File: src/rtl/pc_btb_pkg.sv
// Shared types and helpers for the fetch-PC / BTB slice.
// Direction counters are 2-bit saturating; bit 1 is the taken prediction.
package pc_btb_pkg;

  typedef logic [1:0] ctr_t;

  localparam ctr_t SNT = 2'd0;
  localparam ctr_t WNT = 2'd1;
  localparam ctr_t WT  = 2'd2;
  localparam ctr_t ST  = 2'd3;

  function automatic ctr_t ctr_inc(input ctr_t c);
    return (c == ST) ? ST : ctr_t'(c + 2'd1);
  endfunction

  function automatic ctr_t ctr_dec(input ctr_t c);
    return (c == SNT) ? SNT : ctr_t'(c - 2'd1);
  endfunction

endpackage

File: src/rtl/btb_array.sv
// Direct-mapped BTB storage: combinational lookup port and a synchronous
// training port driven by branch resolution. Only the valid bits are reset;
// tag/target/counter contents are meaningless until their entry is allocated.
// A lookup and a training write to the same index in one cycle sees the old
// contents (no bypass).
module btb_array
  import pc_btb_pkg::*;
#(
  parameter int PC_W     = 16,
  parameter int ENTRIES  = 16,
  parameter int CTR_INIT = 2
) (
  input  logic            clk,
  input  logic            rst_n,
  input  logic [PC_W-1:0] rd_pc,
  output logic            rd_hit,
  output logic            rd_taken,
  output logic [PC_W-1:0] rd_target,
  input  logic            wr_en,
  input  logic [PC_W-1:0] wr_pc,
  input  logic            wr_taken,
  input  logic [PC_W-1:0] wr_target
);

  localparam int IDX_W = $clog2(ENTRIES);
  localparam int TAG_W = PC_W - IDX_W;

  typedef struct packed {
    logic             valid;
    logic [TAG_W-1:0] tag;
    logic [PC_W-1:0]  target;
    ctr_t             ctr;
  } entry_t;

  logic [ENTRIES-1:0] valid_q;
  logic [TAG_W-1:0]   tag_q    [ENTRIES];
  logic [PC_W-1:0]    target_q [ENTRIES];
  ctr_t               ctr_q    [ENTRIES];

  logic [IDX_W-1:0] rd_idx;
  logic [TAG_W-1:0] rd_tag;
  logic [IDX_W-1:0] wr_idx;
  logic [TAG_W-1:0] wr_tag;
  entry_t           wr_cur;
  entry_t           entry_d;
  logic             wr_hit;
  logic             wr_we;

  assign rd_idx = rd_pc[IDX_W-1:0];
  assign rd_tag = rd_pc[PC_W-1:IDX_W];
  assign wr_idx = wr_pc[IDX_W-1:0];
  assign wr_tag = wr_pc[PC_W-1:IDX_W];

  // Lookup on the registered fetch PC.
  always_comb begin
    rd_hit    = valid_q[rd_idx] && (tag_q[rd_idx] == rd_tag);
    rd_taken  = ctr_q[rd_idx][1];
    rd_target = target_q[rd_idx];
  end

  // Training decision: update on tag hit, allocate on taken miss.
  always_comb begin
    wr_cur  = '{valid_q[wr_idx], tag_q[wr_idx], target_q[wr_idx], ctr_q[wr_idx]};
    wr_hit  = wr_cur.valid && (wr_cur.tag == wr_tag);
    wr_we   = 1'b0;
    entry_d = wr_cur;
    if (wr_en) begin
      if (wr_hit) begin
        wr_we = 1'b1;
        if (wr_taken) begin
          entry_d.ctr    = ctr_inc(wr_cur.ctr);
          entry_d.target = wr_target;
        end else begin
          entry_d.ctr    = ctr_dec(wr_cur.ctr);
        end
      end else if (wr_taken) begin
        wr_we   = 1'b1;
        entry_d = '{1'b1, wr_tag, wr_target, ctr_t'(CTR_INIT)};
      end
    end
  end

  // Valid bits carry the only reset in the array.
  always_ff @(posedge clk or negedge rst_n) begin
    if (!rst_n) begin
      valid_q <= '0;
    end else if (wr_we) begin
      valid_q[wr_idx] <= entry_d.valid;
    end
  end

  // Payload storage, written only when training touches the entry.
  always_ff @(posedge clk) begin
    if (wr_we) begin
      tag_q[wr_idx]    <= entry_d.tag;
      target_q[wr_idx] <= entry_d.target;
      ctr_q[wr_idx]    <= entry_d.ctr;
    end
  end

endmodule

File: src/rtl/pc_btb_unit.sv
// Fetch-PC generator with direct-mapped BTB prediction, EX-stage redirect on
// misprediction and the LWI address override on the instruction-memory port.
// Optional lookup/hit/mispredict counters are built when PC_BTB_STATS_EN is
// defined.
module pc_btb_unit
  import pc_btb_pkg::*;
#(
  parameter int              PC_W        = 16,
  parameter int              BTB_ENTRIES = 16,
  parameter logic [PC_W-1:0] RESET_PC    = '0,
  parameter int              CTR_INIT    = 2
) (
  input  logic            clk,
  input  logic            rst_n,
  input  logic            stall,
  input  logic            ex_resolve,
  input  logic [PC_W-1:0] ex_pc,
  input  logic            ex_taken,
  input  logic [PC_W-1:0] ex_target,
  input  logic            ex_pred_taken,
  input  logic [PC_W-1:0] ex_pred_target,
  input  logic            lwi_sel,
  input  logic [PC_W-1:0] lwi_addr,
  output logic [PC_W-1:0] pc,
  output logic            pred_taken,
  output logic [PC_W-1:0] pred_target,
  output logic [PC_W-1:0] pc_plus1,
  output logic            mispredict
`ifdef PC_BTB_STATS_EN
  ,
  input  logic            stat_clr,
  output logic [31:0]     stat_lookups,
  output logic [31:0]     stat_hits,
  output logic [31:0]     stat_mispredicts
`endif
);

  logic [PC_W-1:0] pc_q;
  logic [PC_W-1:0] pc_d;
  logic            btb_hit;
  logic            btb_taken;
  logic [PC_W-1:0] btb_target;

  btb_array #(
    .PC_W     (PC_W),
    .ENTRIES  (BTB_ENTRIES),
    .CTR_INIT (CTR_INIT)
  ) u_btb (
    .clk       (clk),
    .rst_n     (rst_n),
    .rd_pc     (pc_q),
    .rd_hit    (btb_hit),
    .rd_taken  (btb_taken),
    .rd_target (btb_target),
    .wr_en     (ex_resolve),
    .wr_pc     (ex_pc),
    .wr_taken  (ex_taken),
    .wr_target (ex_target)
  );

  // Prediction, misprediction and the imem address mux.
  always_comb begin
    pc_plus1    = pc_q + PC_W'(1);
    pred_taken  = btb_hit && btb_taken;
    pred_target = btb_hit ? btb_target : pc_plus1;
    mispredict  = ex_resolve &&
                  ((ex_taken != ex_pred_taken) ||
                   (ex_taken && (ex_pred_target != ex_target)));
    pc          = lwi_sel ? lwi_addr : pc_q;
  end

  // Next PC: redirect beats stall, because it kills the stalled instructions.
  always_comb begin
    pc_d = pc_q;
    if (mispredict) begin
      pc_d = ex_taken ? ex_target : ex_pc + PC_W'(1);
    end else if (!stall) begin
      pc_d = pred_taken ? btb_target : pc_plus1;
    end
  end

  // Fetch PC register.
  always_ff @(posedge clk or negedge rst_n) begin
    if (!rst_n) begin
      pc_q <= RESET_PC;
    end else begin
      pc_q <= pc_d;
    end
  end

`ifdef PC_BTB_STATS_EN
  logic [31:0] stat_lookups_q, stat_lookups_d;
  logic [31:0] stat_hits_q, stat_hits_d;
  logic [31:0] stat_mispredicts_q, stat_mispredicts_d;

  // Saturating event counters with synchronous clear.
  always_comb begin
    stat_lookups_d     = stat_lookups_q;
    stat_hits_d        = stat_hits_q;
    stat_mispredicts_d = stat_mispredicts_q;
    if (stat_clr) begin
      stat_lookups_d     = '0;
      stat_hits_d        = '0;
      stat_mispredicts_d = '0;
    end else begin
      if (!stall && (stat_lookups_q != '1))
        stat_lookups_d = stat_lookups_q + 32'd1;
      if (btb_hit && !stall && (stat_hits_q != '1))
        stat_hits_d = stat_hits_q + 32'd1;
      if (mispredict && (stat_mispredicts_q != '1))
        stat_mispredicts_d = stat_mispredicts_q + 32'd1;
    end
  end

  // Counter registers.
  always_ff @(posedge clk or negedge rst_n) begin
    if (!rst_n) begin
      stat_lookups_q     <= '0;
      stat_hits_q        <= '0;
      stat_mispredicts_q <= '0;
    end else begin
      stat_lookups_q     <= stat_lookups_d;
      stat_hits_q        <= stat_hits_d;
      stat_mispredicts_q <= stat_mispredicts_d;
    end
  end

  assign stat_lookups     = stat_lookups_q;
  assign stat_hits        = stat_hits_q;
  assign stat_mispredicts = stat_mispredicts_q;
`endif

endmodule

File: config.mk
export PLATFORM = sky130hd
export DESIGN_NAME = pc_btb_unit
export DESIGN_NICKNAME = d
export VERILOG_FILES = /design/src/rtl/pc_btb_pkg.sv /design/src/rtl/btb_array.sv /design/src/rtl/pc_btb_unit.sv
export SDC_FILE = /design/constraint.sdc
export NUM_CORES = 1
export LEC_CHECK = 0
export BUFFER_PORTS_ARGS = -buffer_cell sky130_fd_sc_hd__buf_2
export CAP_MARGIN = 30
export CORE_ASPECT_RATIO = 0.7
export CORE_MARGIN = 10
export CORE_UTILIZATION = 45
export CTS_BUF_LIST = sky130_fd_sc_hd__clkbuf_4
export DETAILED_ROUTE_END_ITERATION = 12
export PLACE_DENSITY_LB_ADDON = 0.25
export SETUP_SLACK_MARGIN = 0.5
export SYNTH_ARGS = -nofsm -noshare
export SYNTH_HDL_FRONTEND = slang
export SYNTH_SLANG_ARGS = --single-unit
File: constraint.sdc
create_clock -name clk -period 3.2 [get_ports clk]
set_input_delay 0.48 -clock clk [delete_from_list [all_inputs] [get_ports clk]]
set_output_delay 0.48 -clock clk [all_outputs]
set_load 0.02 [all_outputs]
* Word-level counts from Yosys, hierarchy flattened
Memory sizes are Yosys's and may differ from the RTL's.
Index checks and enable logic that the tools add are counted.
** Operators by class
- Reduce and logical (&&, ||, !) cells :: 9
- $lt $le $gt $ge :: 3
- Mux-type cells :: 26
- Equality and inequality tests :: 9
- $add $sub $neg :: 4
** Operators with widths (number)
- 16-bit 2-to-1 mux :: 7
- 31-bit 2-to-1 mux :: 2
- 16-bit by 1-bit adder with 16-bit output, second input constant :: 2
- 12-bit == test :: 2
- 18-bit 2-to-1 mux :: 1
- 16-bit bitwise mux :: 1
- 16-bit != test :: 1
- 13-bit 2-to-1 mux :: 1
- 4-bit by 5-bit < comparator with 1-bit output, second input constant :: 2
- 1-bit binary-select mux with 4-bit select :: 2
- 1-bit 2-to-1 mux :: 8
- 1-bit logical AND :: 6
- 2-bit 2-to-1 mux :: 3
- 3-bit != test, second input constant :: 2
- 1-bit demux with 4-bit select :: 1
- 4-bit by 1-bit >= comparator with 1-bit output, second input constant :: 1
- 4-bit AND reduction :: 1
- 2-bit by 1-bit adder with 2-bit output, second input constant :: 1
- 2-bit == test, second input constant :: 1
- 2-bit zero test :: 1
- 2-bit by 1-bit != test with 1-bit output, second input constant :: 1
- 2-bit by 1-bit subtractor with 2-bit output, second input constant :: 1
- 1-bit logical OR :: 1
- 1-bit != test :: 1
- 1-bit != test, second input constant :: 1
** Word-level totals
- Register bits after elaboration :: 32
- Word-level logic and storage cells :: 56
- RAM bits :: 480
- Input bits :: 71
- Output and inout bits :: 50
- Memories kept :: 3
** Memory list
- u_btb.target_q :: depth 16, bits a word 16, rd ports 1, clocked after memory_dff 0, wr ports 1, RTL line btb_array.sv:37 : logic [PC_W-1:0] target_q [ENTRIES];
- u_btb.tag_q :: depth 16, bits a word 12, rd ports 2, clocked after memory_dff 0, wr ports 1, RTL line btb_array.sv:36 : logic [TAG_W-1:0] tag_q [ENTRIES];
- u_btb.ctr_q :: depth 16, bits a word 2, rd ports 2, clocked after memory_dff 0, wr ports 1, RTL line btb_array.sv:38 : ctr_t ctr_q [ENTRIES];

* Depth between registers and ports, before layout
- Depth after elaboration :: 8
- Gate-level depth with buffers :: 15
- Depth with buffers taken out :: 9

* Cells and area by module
From an unflattened synthesis, not the netlist that was laid out.
** Second synthesis, totals
- Cell total of the unflattened synthesis :: 1327
- Area, all modules :: 23985.5 um2
** Modules (own cells, without submodules)
- btb_array :: sequential area each 14814.2 um2, times used 1, area an instance 21639.5 um2, cells each 1043
- pc_btb_unit :: sequential area each 400.4 um2, times used 1, area an instance 2346.0 um2, cells each 284

* Worst setup path before layout
No wires, ideal clock.
- Kind :: input to register
- From :: input port ex_pc[0]
- To :: memory u_btb.ctr_q[10][0] (netlist bit) (enable)
- Cell stages on the path :: 12
- Setup slack :: -0.608 ns
- Library setup time :: 0.384 ns
- Buffers on the path :: 3
- Arrival time :: 3.423 ns
- Data required time :: 2.816 ns
- Cell sequence :: buf_2 -> buf_2 -> mux4_2 -> mux2i_1 -> xnor2_1 -> o32ai_1 -> nand4_1 -> nor3_2 -> o21a_1 -> buf_2 -> nand2_2 -> nor2_1
** Between the ends
- Word-level cells in the longest chain between the ends :: 7
- Elaborated cells on any way between the ends :: 9
- Classes of those cells :: eq/ne (1); mux (6); reduce/logical (1); memory (1)
** RTL lines
- from (decl) :: RTL line pc_btb_unit.sv:17 : input logic [PC_W-1:0] ex_pc,
- memory read 16 x 12 bit or 1-bit binary-select mux with 4-bit select (tied branches)
- 12-bit == test or 1-bit 2-to-1 mux (tied branches) :: RTL line btb_array.sv:64, btb_array.sv:63
- 1-bit logical AND :: RTL line btb_array.sv:64 : wr_hit = wr_cur.valid && (wr_cur.tag == wr_tag);
- 1-bit 2-to-1 mux :: RTL line btb_array.sv:68 : if (wr_hit) begin
- 1-bit 2-to-1 mux :: RTL line btb_array.sv:67 : if (wr_en) begin
- 1-bit 2-to-1 mux :: RTL line btb_array.sv:94 : if (wr_we) begin
- 1-bit 2-to-1 mux (not written as such) :: RTL line btb_array.sv:97 : ctr_q[wr_idx] <= entry_d.ctr;
- to (decl) :: RTL line btb_array.sv:38
Several ways; a longest one is shown, not always the timed one. The select of a mux whose other input is x is not followed.

* Worst setup path after layout
- From :: register pc_q[0]
- To :: output port pred_target[10]
** Between the ends
- Word-level cells in the longest chain between the ends :: 4
- Elaborated cells on any way between the ends :: 8
- Classes of those cells :: add/sub (1); eq/ne (1); mux (3); reduce/logical (1); memory (2)
** RTL lines
- from (decl) :: RTL line pc_btb_unit.sv:38 : logic [PC_W-1:0] pc_q;
- from (signal assigned) :: RTL line pc_btb_unit.sv:87 : pc_q <= pc_d;
- memory read 16 x 12 bit or 1-bit binary-select mux with 4-bit select (tied branches)
- 12-bit == test or 1-bit 2-to-1 mux (tied branches) :: RTL line btb_array.sv:56 : rd_hit = valid_q[rd_idx] && (tag_q[rd_idx] == rd_tag);
- 1-bit logical AND :: RTL line btb_array.sv:56
- 16-bit 2-to-1 mux * :: RTL line pc_btb_unit.sv:65 : pred_target = btb_hit ? btb_target : pc_plus1;
- to (decl) :: RTL line pc_btb_unit.sv:26 : output logic [PC_W-1:0] pred_target,
Mark *: on every way between the ends. The rest lies on a longest branch, timed or not. The select of a mux whose other input is x is not followed.

==> impl_metrics.json <==
{
  "status": "finished with violations",
  "violations": "negative setup slack",
  "maxSlewViolCount": 0,
  "synth_top_area_share_pct": 59.9,
  "p_clk_share_pct": 30.3,
  "worst_slack_ns": -1.55,
  "grt_max_degree": 33,
  "utilization_pct": 60.0,
  "switching_share_pct": 30.0,
  "crit_arrival_ns": 4.27,
  "cp_max_fo": 8,
  "n_fill_cell": 3960,
  "crit_type": "flip-flop to output pin",
  "dieArea_um2": 63300,
  "p_total_mw": 17.6,
  "period_minus_slack_ns": 4.75,
  "cap_viol_max_count": 0,
  "end_kind": "output pin",
  "antenna_found_initial": 2,
  "power_frac_seq_pct": 43.6,
  "portBuffers": 120,
  "power_leakage_nw": 10.9,
  "fmax_ghz": 0.211,
  "synth_common_cells": "480 x edfxtp_1, 149 x mux2i_1, 123 x mux4_2",
  "hp-class": "primary input to flip-flop",
  "initial_utilization_pct": 45.8,
  "synth_area_leaders": "edfxtp_1 60%, mux4_2 12%, mux2i_1 6.2%",
  "start_kind": "flip-flop",
  "gp_congestion": 0.898,
  "power_density_nw_per_um2": 557,
  "setup_viol": 654,
  "synthesis.area_um2": 24100,
  "grt_use_total_pct": 25.7,
  "routed_wl_mm": 81.0,
  "rsz0062_at_grt": "true",
  "synthMostInstantiatedCell": "edfxtp_1",
  "relSlewSlack_pct": 41.2,
  "grt-ovfl-total": 0,
  "synthArstFlopShare_pct": 6.25,
  "core_area_um2": 52600,
  "finalNetCount": 2022,
  "io_pins": 121,
  "required_ns": 2.72,
  "intPower_mw": 12.3,
  "irDropWorstVdd_v": 0.000288,
  "drtPass1Iterations": 6,
  "worst_pin_slew_ns": 0.882,
  "clock-skew-final_ns": 0.0981,
  "ys_warn_count": 0,
  "post-dp-hpwl_mm": 51.1,
  "root_buffer": "clkbuf_4",
  "cts_tree": "built",
  "synth_ff_type": "edfxtp_1",
  "switchingPower_mw": 5.27,
  "avgSynthCellArea_um2": 16.3,
  "cts_buffers": 120,
  "seqCellArea_um2": 15200,
  "fp.dieH_um": 214,
  "yosys.area.top_type": "edfxtp_1",
  "post-route-period-util_pct": 148,
  "multi_input_area_um2": 9250,
  "drcViolationCount": 0,
  "fin_cells": 2729,
  "ys_seq_area_share_pct": 63.2,
  "synth_nets": 1550,
  "clkTransAtPathRegs_ns": 0.08,
  "grt_first_pass_wirelength_mm": 117,
  "ant_nets": 0,
  "placed_cells": 2401,
  "ys_seq_elements": 512,
  "htree_levels": 3,
  "synth-edff-count": 480,
  "die_w_um": 297,
  "synth_cell_types": 63,
  "rows": 70,
  "vias": 16800,
  "combPwrFrac_pct": 26.1,
  "clock_latency_ns": 0.93,
  "netlist_instances": 1474,
  "wl_per_cell_um": 29.7,
  "drt_iter0_drc": 2294,
  "syn_to_final_growth_pct": 30.9,
  "grt_pass1_vias": 16600,
  "vias_per_cell": 6.15,
  "cts.sinks": 512,
  "drive_gt1_share_pct": 46.3,
  "cts_buffer_depth": 3,
  "finalHoldViolations": 0
}
-- path summary, 6_finish.rpt --
kind,from,end,slack [ns],depth (start not counted)
min in group asynchronous,rst_n,u_btb.valid_q[2],0.19,2
max in group asynchronous,rst_n,pc_q[1],2.32,2
worst max register to register,pc_q[0],pc_q[3],-0.65,16
worst min register to register,u_btb.valid_q[15],u_btb.valid_q[15],0.50,1
worst min-delay path,ex_pc[14],u_btb.tag_q[8][10],0.06,3
worst max-delay path,pc_q[0],pred_target[10],-1.55,11
-- stage by stage --
step / cell area [um^2] / setup WS [ns] / hold WS, ns / TNS (ns)
after detailed placement: 27800 / -0.767 / 0.473 / -245.15
after CTS: 31200 / -1.53 / 0.0287 / -114.86
after global placement: 27800 / -0.738 / 0.470 / -237.19
after floorplan: 24700 / -0.207 / 0.184 / -3.79
final: 31500 / -1.55 / 0.0623 / -145.76
after global routing: 31500 / -1.67 / 0.0215 / -175.57
-- routing by layer --
metal	global-route usage (%)	vias to the layer above	share of wire, %
met5	0	-	0
met2	35.2	1187	41
li1	-	7014	-
met4	6.40	0	2.0
met1	38.3	8467	43
met3	9.13	113	14
-- cell usage in the layout, fill, tap and decap left out, types with 9 or more instances in the layout --
master / n
a21oi_1: 10
a221oi_1: 38
a22oi_1: 30
and2_4: 32
buf_12: 62
buf_16: 13
buf_2: 94
buf_4: 197
buf_6: 62
clkbuf_4: 172
clkinv_1: 32
clkinv_2: 9
dfrtp_1: 29
edfxtp_1: 480
inv_1: 12
mux2_2: 31
mux2_4: 20
mux2i_1: 135
mux4_2: 126
nand2_1: 74
nand3_1: 27
nand4_1: 13
nor2_1: 22
nor2_2: 12
nor2_4: 23
o211ai_1: 18
o21ai_0: 26
o21bai_1: 14
o22ai_1: 12
xnor2_1: 40
xor2_1: 14
-- flip-flops by register name (all words and copies together), names as in the netlist --
signal          count
u_btb.target_q    256
u_btb.ctr_q        32
u_btb.tag_q       192
pc_q               16
u_btb.valid_q      16
-- cell type report --
| cell class | count | area share [%] |
|---|---|---|
| Sequential cell | 512 | 48.3 |
| Multi-Input combinational cell | 855 | 29.4 |
| Timing Repair Buffer | 443 | 14.6 |
| Clock buffer | 172 | 4.10 |
| Tap cell | 684 | 2.72 |
| Clock inverter | 45 | 0.770 |
| Inverter | 14 | 0.167 |
| Antenna cell | 4 | 0.0318 |
-- critical path: stages, from the launching register on --
cell and delay, ns:
dfrtp_4 0.51, buf_12 0.15, mux4_2 0.50, mux4_2 0.55, xnor2_2 0.17, o211ai_2 0.13, nor4b_4 0.35, and2_4 0.26
buf_12 0.12, buf_16 0.15, mux2_4 0.32, buf_6 0.13
-- power groups by stage --
stage	registers (mW)	clock network, mW	logic, mW
floorplan	7.70	0	2.24
global placement	7.78	0	3.78
detailed placement	7.79	0	3.82
CTS	7.64	5.40	4.42
global route	7.65	5.79	4.78
finish	7.65	5.32	4.58
-- cell families after synthesis --
family	share of synthesized area [%]
AOI/OAI and AO/OA	5.98
DFF	63.2
muxes	20.8
xor gates and xnor gates	2.32
adders and majority gates	0.301
buffers and inverters	2.50
and+or+nand+nor	4.87
-- what timing repair did --
| item | in CTS | in global routing |
|---|---|---|
| hold buffers | 1 | 0 |
| endpoints found under the setup margin | 676 | 678 |
| hold endpoints to repair | 32 | 0 |
| buffers inserted | 59 | 13 |
| gates cloned | 33 | 0 |
| pin swaps | 24 | 15 |
| gates resized for setup | 184 | 36 |
Power figures use the tool's default switching activity.
